`config.mk`:
```
export PLATFORM = sky130hd
export DESIGN_NAME = bmem_line_adapter
export DESIGN_NICKNAME = d
export VERILOG_FILES = /design/src/rtl/bmem_pkg.sv /design/src/rtl/bmem_line_adapter.sv
export SDC_FILE = /design/constraint.sdc
export NUM_CORES = 1
export LEC_CHECK = 0
export ABC_AREA = 1
export BUFFER_PORTS_ARGS = -buffer_cell sky130_fd_sc_hd__buf_2
export CAP_MARGIN = 20
export CORE_AREA = 2 2 289 291
export CTS_BUF_LIST = sky130_fd_sc_hd__clkbuf_16
export DETAILED_ROUTE_END_ITERATION = 16
export DIE_AREA = 0 0 291 293
export PLACE_DENSITY_LB_ADDON = 0.25
export SETUP_SLACK_MARGIN = 0.3
export SKIP_CTS_REPAIR_TIMING = 1
export SLEW_MARGIN = 20
export SYNTH_ARGS = -nofsm -noshare
export SYNTH_HDL_FRONTEND = slang
export SYNTH_SLANG_ARGS = --single-unit
```
`constraint.sdc`:
```
create_clock -name clk -period 11.2 [get_ports clk]
set_input_delay 1.68 -clock clk [delete_from_list [all_inputs] [get_ports clk]]
set_output_delay 1.68 -clock clk [all_outputs]
set_load 0.005 [all_outputs]
```
`src/rtl/bmem_pkg.sv`:
```
// +---------------------------------------------------------------------------
// | bmem_pkg : widths and line/beat types shared by the cache-side memory path
// | Revision 1.0
// +---------------------------------------------------------------------------
`default_nettype none

package bmem_pkg;

  localparam int LINE_W = 256;
  localparam int BEAT_W = 64;
  localparam int BEATS  = LINE_W / BEAT_W;
  localparam int ADDR_W = 32;
  localparam int CNT_W  = $clog2(BEATS);
  localparam int OFS_W  = $clog2(LINE_W / 8);

  typedef logic [BEAT_W-1:0]  beat_t;
  typedef beat_t [BEATS-1:0]  line_t;
  typedef logic [ADDR_W-1:0]  addr_t;

  // Bursts always start on a line boundary.
  function automatic addr_t line_align(input addr_t a);
    return {a[ADDR_W-1:OFS_W], {OFS_W{1'b0}}};
  endfunction

endpackage

`default_nettype wire

```
`src/rtl/bmem_line_adapter.sv`:
```
// +---------------------------------------------------------------------------
// | bmem_line_adapter : 256-bit cache line port to 4-beat 64-bit burst memory
// | Revision 1.0
// +---------------------------------------------------------------------------
`default_nettype none

module bmem_line_adapter
  import bmem_pkg::*;
#(
  parameter bit ASSERT_EN = 1'b1
) (
  input  logic              clk,
  input  logic              rst,
  input  logic [ADDR_W-1:0] dfp_addr,
  input  logic              dfp_read,
  input  logic              dfp_write,
  input  logic [LINE_W-1:0] dfp_wdata,
  output logic [LINE_W-1:0] dfp_rdata,
  output logic              dfp_resp,
  output logic [ADDR_W-1:0] bmem_addr,
  output logic              bmem_read,
  output logic              bmem_write,
  output logic [BEAT_W-1:0] bmem_wdata,
  input  logic              bmem_ready,
  input  logic [ADDR_W-1:0] bmem_raddr,
  input  logic [BEAT_W-1:0] bmem_rdata,
  input  logic              bmem_rvalid
);

  typedef enum logic [2:0] {
    S_IDLE     = 3'd0,
    S_RD_REQ   = 3'd1,
    S_RD_WAIT  = 3'd2,
    S_WR_BURST = 3'd3,
    S_DONE     = 3'd4
  } state_e;

  localparam logic [CNT_W-1:0] LAST_BEAT = CNT_W'(BEATS - 1);

  state_e            state_q, state_d;
  addr_t             addr_q, addr_d;
  line_t             line_q, line_d;
  logic [CNT_W-1:0]  cnt_q, cnt_d;

  logic              rd_hit_w;
  logic              stray_beat_w;
  logic              both_req_w;
  logic              unused_w;

  assign rd_hit_w     = bmem_rvalid && (bmem_raddr == addr_q);
  assign stray_beat_w = (state_q == S_RD_WAIT) && bmem_rvalid && (bmem_raddr != addr_q);
  assign both_req_w   = (state_q == S_IDLE) && dfp_read && dfp_write;
  assign unused_w     = ^dfp_addr[OFS_W-1:0];

  always_ff @(posedge clk or posedge rst) begin
    if (rst) begin
      state_q <= S_IDLE;
      addr_q  <= '0;
      line_q  <= '0;
      cnt_q   <= '0;
    end else begin
      state_q <= state_d;
      addr_q  <= addr_d;
      line_q  <= line_d;
      cnt_q   <= cnt_d;
    end
  end

  always_comb begin
    state_d = state_q;
    addr_d  = addr_q;
    line_d  = line_q;
    cnt_d   = cnt_q;
    case (state_q)
      S_IDLE: begin
        // Read wins when both are requested.
        if (dfp_read) begin
          addr_d  = line_align(dfp_addr);
          cnt_d   = '0;
          state_d = S_RD_REQ;
        end else if (dfp_write) begin
          addr_d  = line_align(dfp_addr);
          line_d  = line_t'(dfp_wdata);
          cnt_d   = '0;
          state_d = S_WR_BURST;
        end
      end
      S_RD_REQ: begin
        if (bmem_ready) state_d = S_RD_WAIT;
      end
      S_RD_WAIT: begin
        if (rd_hit_w) begin
          line_d[cnt_q] = bmem_rdata;
          cnt_d         = cnt_q + 1'b1;
          if (cnt_q == LAST_BEAT) state_d = S_DONE;
        end
      end
      S_WR_BURST: begin
        if (bmem_ready) begin
          cnt_d = cnt_q + 1'b1;
          if (cnt_q == LAST_BEAT) state_d = S_DONE;
        end
      end
      S_DONE:  state_d = S_IDLE;
      default: state_d = S_IDLE;
    endcase
  end

  // Outputs depend only on registered state, never on inputs.
  assign dfp_resp   = (state_q == S_DONE);
  assign dfp_rdata  = dfp_resp ? LINE_W'(line_q) : '0;
  assign bmem_read  = (state_q == S_RD_REQ);
  assign bmem_write = (state_q == S_WR_BURST);
  assign bmem_addr  = (bmem_read || bmem_write) ? addr_q : '0;
  assign bmem_wdata = bmem_write ? line_q[cnt_q] : '0;

  always @(posedge clk) begin
    if (ASSERT_EN && !rst) begin
      a_one_request: assert (!both_req_w)
        else $error("bmem_line_adapter: dfp_read and dfp_write both high");
      a_raddr_match: assert (!stray_beat_w)
        else $error("bmem_line_adapter: read beat with mismatched raddr dropped");
    end
  end

endmodule

`default_nettype wire

```
* After elaboration in Yosys (flattened, before gate mapping)
Cells that the tools add are included.
** Word-level totals
- Register bits :: 293
- Bits of input ports :: 390
- ROM bits :: 0
- Output and inout bits :: 355
- Memory bits (writable) :: 0
- Latch bits :: 0
- Memories :: 0
- Logic and storage cells :: 59
** Operators by class
- $add $sub $neg :: 1
- Div/mod/pow operators :: 0
- Shifts and indexed selects :: 0
- Mux-type cells :: 26
- Equality and inequality tests :: 12
- Reductions and logical operators :: 11
- Order comparisons :: 2
- Multiply operators :: 0
- Bitwise operators :: 0
** Operators with widths (count)
- 256-bit 2-to-1 mux :: 4
- 256-bit case mux with 2 select lines :: 1
- 256-bit bitwise mux :: 1
- 64-bit 2-to-1 mux :: 3
- 64-bit binary-select mux with 2-bit select :: 1
- 64-bit demux with 2-bit select :: 1
- 32-bit 2-to-1 mux :: 3
- 32-bit == test :: 1
- 3-bit 2-to-1 mux :: 6
- 3-bit case mux with 4 select lines :: 1
- 4-bit AND reduction :: 3
- 2-bit 2-to-1 mux :: 4
- 3-bit by 2-bit == test with 1-bit output, second input constant :: 2
- 2-bit inequality test, second input constant :: 3
- 2-bit case mux with 3 select lines :: 1
- 2-bit by 1-bit inequality test with 1-bit output, second input constant :: 2
- 2-bit nonzero test :: 2
- 3-bit by 1-bit == test with 1-bit output, second input constant :: 1
- 3-bit == test, second input constant :: 1
- 3-bit zero test :: 1
- 2-bit by 3-bit < comparator with 1-bit output, second input constant :: 1
- 3-bit inequality test, second input constant :: 1
- 3-bit nonzero test :: 1
- 2-bit by 1-bit adder with 2-bit output, second input constant :: 1
- other kinds (5) :: 6

* Longest topological paths before layout
Gate-level depths: netlist of the first run.
- Depth in word-level cells :: 7
- Mapped depth :: 15
- Depth with buffers taken out :: 13

* Worst setup path after synthesis of the first run
No wires, ideal clock.
- Kind :: register -> output
- Start :: register state_q[0]
- End :: output port dfp_rdata[245]
- Slack :: 7849 ps
- Buffers on the path :: 5
- Stages on the path, launching flop included :: 9
- Data required time :: 9520 ps
- Arrival time :: 1671 ps
- Cell sequence :: dfrtp_1 -> buf_2 -> buf_2 -> buf_2 -> nor2_1 -> inv_1 -> clkbuf_1 -> buf_1 -> nor2_1
** Between the ends
- Cells in the longest elaborated chain, start to end :: 2
** RTL lines
- start, declared :: line bmem_line_adapter.sv:40 : state_e state_q, state_d;
- start signal, assigned :: line bmem_line_adapter.sv:62 : state_q <= state_d;
- 3-bit == test :: line bmem_line_adapter.sv:110 : assign dfp_resp = (state_q == S_DONE);
- via dfp_resp :: line bmem_line_adapter.sv:19 : output logic dfp_resp,
- 256-bit 2-to-1 mux :: line bmem_line_adapter.sv:111 : assign dfp_rdata = dfp_resp ? LINE_W'(line_q) : '0;
- end, declared :: line bmem_line_adapter.sv:18 : output logic [LINE_W-1:0] dfp_rdata,
The timed path passes the listed nets, and every way through them passes these cells.

* Worst setup path in the final report of the first run
- Start :: register cnt_q[0]
- End :: output port bmem_wdata[4]
** Between the ends
- Cells in the longest elaborated chain, start to end :: 3
** RTL lines
- start, declared :: line bmem_line_adapter.sv:43 : logic [CNT_W-1:0] cnt_q, cnt_d;
- start signal, assigned :: line bmem_line_adapter.sv:65 : cnt_q <= cnt_d;
- 64-bit binary-select mux with 2-bit select :: line bmem_line_adapter.sv:115 : assign bmem_wdata = bmem_write ? line_q[cnt_q] : '0;
- 64-bit 2-to-1 mux (not written as such) :: line bmem_line_adapter.sv:115
- 64-bit 2-to-1 mux :: line bmem_line_adapter.sv:115
- end, declared :: line bmem_line_adapter.sv:23 : output logic [BEAT_W-1:0] bmem_wdata,
No other way between the ends. The select of a mux whose other input is x is not followed.

==> summary.md, run 1 <==
### Route
* 0 — final antenna-violating net count
* 0 — drc violations
* 109,000 um — total wire length after detailed routing
* 22.4 um — drt wl/cell
* 25.1k — DR vias
* 5.13 — routed via count divided by cell count
* 6 — TritonRoute pass-1 iters
* 2,156 — first-iteration detailed-routing DRC count

### STA
* 195 MHz — maximum operating frequency
* 0 — number of pins exceeding their max-slew limit in the final report
* 0 ns — final-layout setup total negative slack
* 0.0205 ns — Max Clock Skew
* 0 — final hold viol count
* false — unrepaired setup endpoints after global routing
* 0.466 ns — Worst Hold Slack
* 5.12 ns — Period minus WS final
* 23.6% — headroom to the max-slew limit
* 45.7% — final worst-path cycle share
* 1.15 ns — actual transition at the worst max-transition pin
* 0 — number of setup violations in the final report

### Power
* 0.287 mV — maximum vdd drop
* 0.00723 W — overall power after layout
* 14.1 nW — total leakage power
* 279 nW/um^2 — power per unit of standard cell area

### GRT
* 160,000 um — first-pass GRT wire length
* 24.6% — global-route usage over all layers
* 24.1k — number of global-route vias before repair
* met2 — busiest layer in global routing
* 32.4% — M1 GR Usage
* 149 — maximum number of pins on one net before global-route repair
* 22 — antenna violations before repair
* 40.7% — met2 track demand over resource in global routing
* 0 — residual overflow from global routing
* 3.59% — GR Util met3

### Floorplan
* 293 um — Die Y
* 24.8% — starting density of the core
* 85,300 um^2 — Die Area
* 745 — IO Count
* 81,800 um^2 — core area
* 291 um — width of the die
* 105 — Cell Rows

### Setup path
* output pin — Setup crit end kind
* 0.83 ns — maximum cell stage delay along the critical path
* 9.52 ns — critical path required time
* 10 — count of cells along the worst register-to-register path
* 6.45 ns — R2R setup slack
* register — Worst Setup Start Kind
* cnt_q[0] — worst r2r src
* inv_4, buf_4, o21ai_0, a21oi_1, buf_2 — cells along the critical path
* line_q[193] — reg2reg end
* buf_4 — slowest cell on the critical path
* reg2out — Setup CP Type
* 3.44 ns — data arrival time at the worst-slack endpoint
* 77 — worst-path fanout max
* cnt_q[0] — startpoint of the worst setup timing path
* bmem_wdata[4] — endpoint of the worst setup timing path

### Cells and area
* nand2_1 — most frequent standard cell in the layout excluding fill and tap cells
* nand2_1 (853), buf_2 (734), o21ai_0 (390), inv_1 (330), nor2_1 (329) — most frequent cells in the layout
* 27.9% — Syn-to-layout area delta
* 25,900 um^2 — summed area of non-filler cells in the final layout
* 4,166 — net count of the finished layout
* 9,390 — number of fill cells in the layout
* 22.4% — fraction of layout instances using a drive strength above 1
* 31.7% — core utilization of the finished layout

### Clock network
* 0.06 ns — clock transition time at the flip-flop clock pins of the worst setup and hold paths
* 41 — number of buffers added by the clock tree synthesis step
* yes — clock tree from TritonCTS
* 2 — deepest level of the CTS H-tree
* 0.56 ns — source-to-sink clock delay at the later pin of the worst-skew pair
* clkbuf_16 — library cell used as clock root buffer
* 288 — Sinks on Clock Net
* 3 — maximum count of clock buffers along a single path

### Yosys
* 25 — count of cell types in the netlist
* 100% — ys async rst share
* 0 — number of warnings issued by yosys
* 0 — number of enable-type register cells in the synthesized netlist
* 6.21 um^2 — per-instance average area after synthesis
* 288 — synthesis-stage register bit count
* dfrtp_1 — predominant post-synthesis flop cell
* 3,264 — gate count of the mapped netlist
* 35.6% — sequential-to-total area share from yosys stat
* 20,300 um^2 — cell area after synthesis

### Worst hold path
* reg2reg — worst hold-check path type

### Place
* 24,600 um^2 — standard cell area after detailed placement
* 734 — number of buffers added on ports
* 0.862 — last weighted congestion value of the routability-driven placer
* 70,300 um — DPL Wire Length

### Status
* finished clean — run status

### Job
* 0 — count of max-cap constraint violations

## area by class of cell
| type | instances | area (um^2) | area share, % |
|---|---|---|---|
| inverter | 329 | 1260 | 4.86 |
| tap | 1070 | 1340 | 5.16 |
| clock inverter | 30 | 205 | 0.792 |
| antenna | 11 | 27.5 | 0.106 |
| clock buffer | 43 | 1080 | 4.15 |
| sequential | 288 | 7220 | 27.8 |
| timing repair buffer | 772 | 4020 | 15.5 |
| multi-input combinational | 2340 | 10800 | 41.6 |
## report_power, final
part / leakage, nW / switching [W] / internal (W)
sequential: 3.58 / 0.000343 / 0.00154
combinational: 9.84 / 0.00300 / 0.00106
clock: 0.656 / 0.000536 / 0.000757
## how the worst min path moves through the flow
stage / from / endpoint / slack (ns) / depth (start not counted)
2_1_floorplan: line_q[100] / line_q[100] / 0.44 / 2
3_3_place_gp: line_q[160] / line_q[160] / 0.45 / 2
3_5_place_dp: line_q[158] / line_q[158] / 0.46 / 2
4_1_cts: line_q[167] / line_q[167] / 0.47 / 2
5_1_grt: line_q[121] / line_q[121] / 0.48 / 2
6_report: line_q[191] / line_q[191] / 0.47 / 2
## layer usage
layer	up-vias	wire (um)
met2	1206	51500
met3	228	7590
met5	-	129
met1	11945	46000
li1	11668	-
met4	18	4110
## state kept, by name, indices dropped and copies added (netlist names)
register,flops
addr_q,27
cnt_q,2
line_q,256
state_q,3
## logic make-up after synthesis
| logic type | share of synthesized area [%] |
|---|---|
| and+or+nand+nor | 36.6 |
| buffers and inverters | 12.1 |
| AOI/OAI and AO/OA | 15.2 |
| DFF | 35.6 |
| xor gates and xnor gates | 0.216 |
| adders and majority gates | 0.247 |
| other | 0.0185 |
## critical path: cells and delay by family (launching register included)
family | cells | cell delay [ns]
flops | 1 | 0.68
buf+inv | 3 | 1.54
compound gates | 2 | 0.60
## synthesized netlist by cell type (2+ instances only)
master    number  area share (%)
nand2_1      859              16
o21ai_0      390             9.6
nor2_1       329             6.1
inv_1        326             6.0
dfrtp_1      288              36
nand3_1      262             6.5
clkbuf_1     260             4.8
nand4_1      257             7.9
a21oi_1      220             5.4
buf_2         32            0.79
buf_1         14            0.26
buf_4          5            0.19
ha_1           4            0.25
xnor2_1        4            0.17
inv_2          3           0.056
nor3_1         2           0.049
## stage by stage
step,worst slack [ns],cells
after floorplan,1.57,3268
after global placement,6.46,4797
after detailed placement,6.42,4798
after CTS,5.97,4871
after global routing,5.84,4881
final,6.08,4883
No activity file was read; power rests on OpenSTA's default activity.
==> run 2: changes to the inputs <==
==> constraint.sdc (replaced) <==
create_clock -name clk -period 4.58 [get_ports clk]
set_input_delay 0.687 -clock clk [delete_from_list [all_inputs] [get_ports clk]]
set_output_delay 0.687 -clock clk [all_outputs]
set_load 0.005 [all_outputs]
==> run 2 against run 1 <==
Net effect:
- die area is the same
- via count grew 0.11%
- routed wire length shrank 1.9%
- utilization grew 0.11 points
- total power grew 140%
- worst hold slack lost 0.20 ns
- clock skew grew 0.011 ns
- first-iteration DRC count shrank 13%
- setup slack lost 5.4 ns
- highest routed layer unchanged
==> summary.md, run 2 (synthesized netlist as in run 1, its figures left out) <==
### Clock network
* 41 — number of buffers added by the clock tree synthesis step
* 288 — Sinks on Clock Net
* 2 — deepest level of the CTS H-tree
* 3 — maximum count of clock buffers along a single path
* 0.06 ns — clock transition time at the flip-flop clock pins of the worst setup and hold paths
* 0.57 ns — source-to-sink clock delay at the later pin of the worst-skew pair
* clkbuf_16 — library cell used as clock root buffer
* yes — clock tree from TritonCTS

### Cells and area
* 4,899 — Finished Layout Cells
* 31.8% — core utilization of the finished layout
* 22.7% — fraction of layout instances using a drive strength above 1
* 10,800 um^2 — Multi-input gate area
* 28.3% — Syn-to-layout area delta
* 26,000 um^2 — summed area of non-filler cells in the final layout
* line_q — Largest Register
* nand2_1 — most frequent standard cell in the layout excluding fill and tap cells
* 7220 um^2 — combined flip-flop and latch cell area
* 9,338 — number of fill cells in the layout
* line_q x256, addr_q x27, state_q x3 — largest registers
* nand2_1 (853), buf_2 (734), o21ai_0 (390), inv_1 (336), nor2_1 (329) — most frequent cells in the layout
* 256 — flip-flop count of the largest register, all copies and words added
* 4,180 — net count of the finished layout

### STA
* false — unrepaired setup endpoints after global routing
* 257 MHz — maximum operating frequency
* 0 — number of setup violations in the final report
* 21.3% — headroom to the max-slew limit
* 0.266 ns — Worst Hold Slack
* 0 — number of pins exceeding their max-slew limit in the final report
* 3.89 ns — Period minus WS final
* 0 ns — final-layout setup total negative slack
* 1.18 ns — actual transition at the worst max-transition pin
* 0.0317 ns — Max Clock Skew
* 0 — final hold viol count
* 84.8% — final worst-path cycle share

### Route
* 5 — TritonRoute pass-1 iters
* 21.9 um — drt wl/cell
* 107,000 um — total wire length after detailed routing
* 1,881 — first-iteration detailed-routing DRC count
* 5.12 — routed via count divided by cell count
* 0 — final antenna-violating net count
* 0 — drc violations
* 25.1k — DR vias

### Setup path
* 3.89 ns — critical path required time
* 1.22 ns — R2R setup slack
* output pin — Setup crit end kind
* 3.20 ns — data arrival time at the worst-slack endpoint
* state_q[2] — worst r2r src
* reg2out — Setup CP Type
* dfp_rdata[123] — endpoint of the worst setup timing path
* register — Worst Setup Start Kind
* 144 — worst-path fanout max
* line_q[62] — reg2reg end
* 9 — count of cells along the worst register-to-register path
* state_q[0] — startpoint of the worst setup timing path

### Place
* 734 — number of buffers added on ports
* 4,813 — number of cells in the design after placement
* 70,700 um — DPL Wire Length
* 0.874 — last weighted congestion value of the routability-driven placer
* 24,800 um^2 — standard cell area after detailed placement

### Power
* 16.8% — clock share of power
* 56.9% — proportion of power drawn by combinational gates
* 26.3% — Reg power frac
* 14.1 nW — total leakage power
* 0.00946 W — switching power
* 0.612 mV — maximum vdd drop
* 54.0% — Sw Ratio
* 0.00804 W — total internal power
* 673 nW/um^2 — power per unit of standard cell area

### Floorplan
* 293 um — Die Y
* 105 — Cell Rows
* 81,800 um^2 — core area
* 291 um — width of the die
* 85,300 um^2 — Die Area
* 24.8% — starting density of the core
* 745 — IO Count

### GRT
* 4.12% — GR Util met3
* 17 — antenna violations before repair
* 24.1k — number of global-route vias before repair
* 0 — residual overflow from global routing
* 161 — maximum number of pins on one net before global-route repair
* 24.2% — global-route usage over all layers
* 40.4% — met2 track demand over resource in global routing
* 31.2% — M1 GR Usage
* met2 — busiest layer in global routing
* 158,000 um — first-pass GRT wire length

### Job
* 0 — count of max-cap constraint violations

### Worst hold path
* in2async — worst hold-check path type

### Status
* finished clean — run status

## run 2: changes by cell type in the layout (fill, tap and decap cells not counted), moves of 3 or more
cell	delta
inv_1	+6
buf_4	+9
clkinv_1	-4
bufinv_16	-3
buf_12	+5
## run 2: metrics by stage
stage          power, W  worst slack (ns)
2_1_floorplan    0.0107            0.0738
3_3_place_gp     0.0144              1.30
3_5_place_dp     0.0145              1.28
4_1_cts          0.0175             0.710
5_1_grt          0.0189             0.514
6_report         0.0175             0.695
## run 2: worst min-delay path by stage
stage                        endpoint  slack [ns]  depth (start not counted)
after floorplan           line_q[100]        0.44                          2
after global placement    line_q[162]        0.45                          2
after detailed placement  line_q[127]        0.46                          2
after CTS                 line_q[246]        0.25                          2
after global routing      line_q[246]        0.28                          2
final                     line_q[246]        0.27                          2
## run 2: power by group through the flow
stage,Combinational (W),Clock [W],Sequential [W]
detailed placement,0.00991,0,0.00463
global route,0.0110,0.00311,0.00475
global placement,0.00983,0,0.00461
floorplan,0.00634,0,0.00432
CTS,0.00993,0.00302,0.00459
finish,0.00996,0.00294,0.00461
## run 2: critical path, stage by stage (launching register included)
cell and delay [ns]:
dfrtp_4 0.78, nor2_1 0.29, inv_8 0.70, buf_4 0.44, nor2_1 0.07, buf_2 0.16
## run 2: metal layers
layer | share of wire, % | routed length (um)
met4 | 3.6 | 3890
met1 | 41 | 44300
met5 | 0.084 | 90
met2 | 48 | 51200
met3 | 7.2 | 7700
## run 2: area by class of cell
type | count | area share, %
Tap cell | 1070 | 5.15
Antenna cell | 12 | 0.115
Multi-Input combinational cell | 2340 | 41.4
Clock buffer | 41 | 3.94
Clock inverter | 33 | 0.673
Timing Repair Buffer | 786 | 16.1
Inverter | 329 | 4.83
Sequential cell | 288 | 27.8
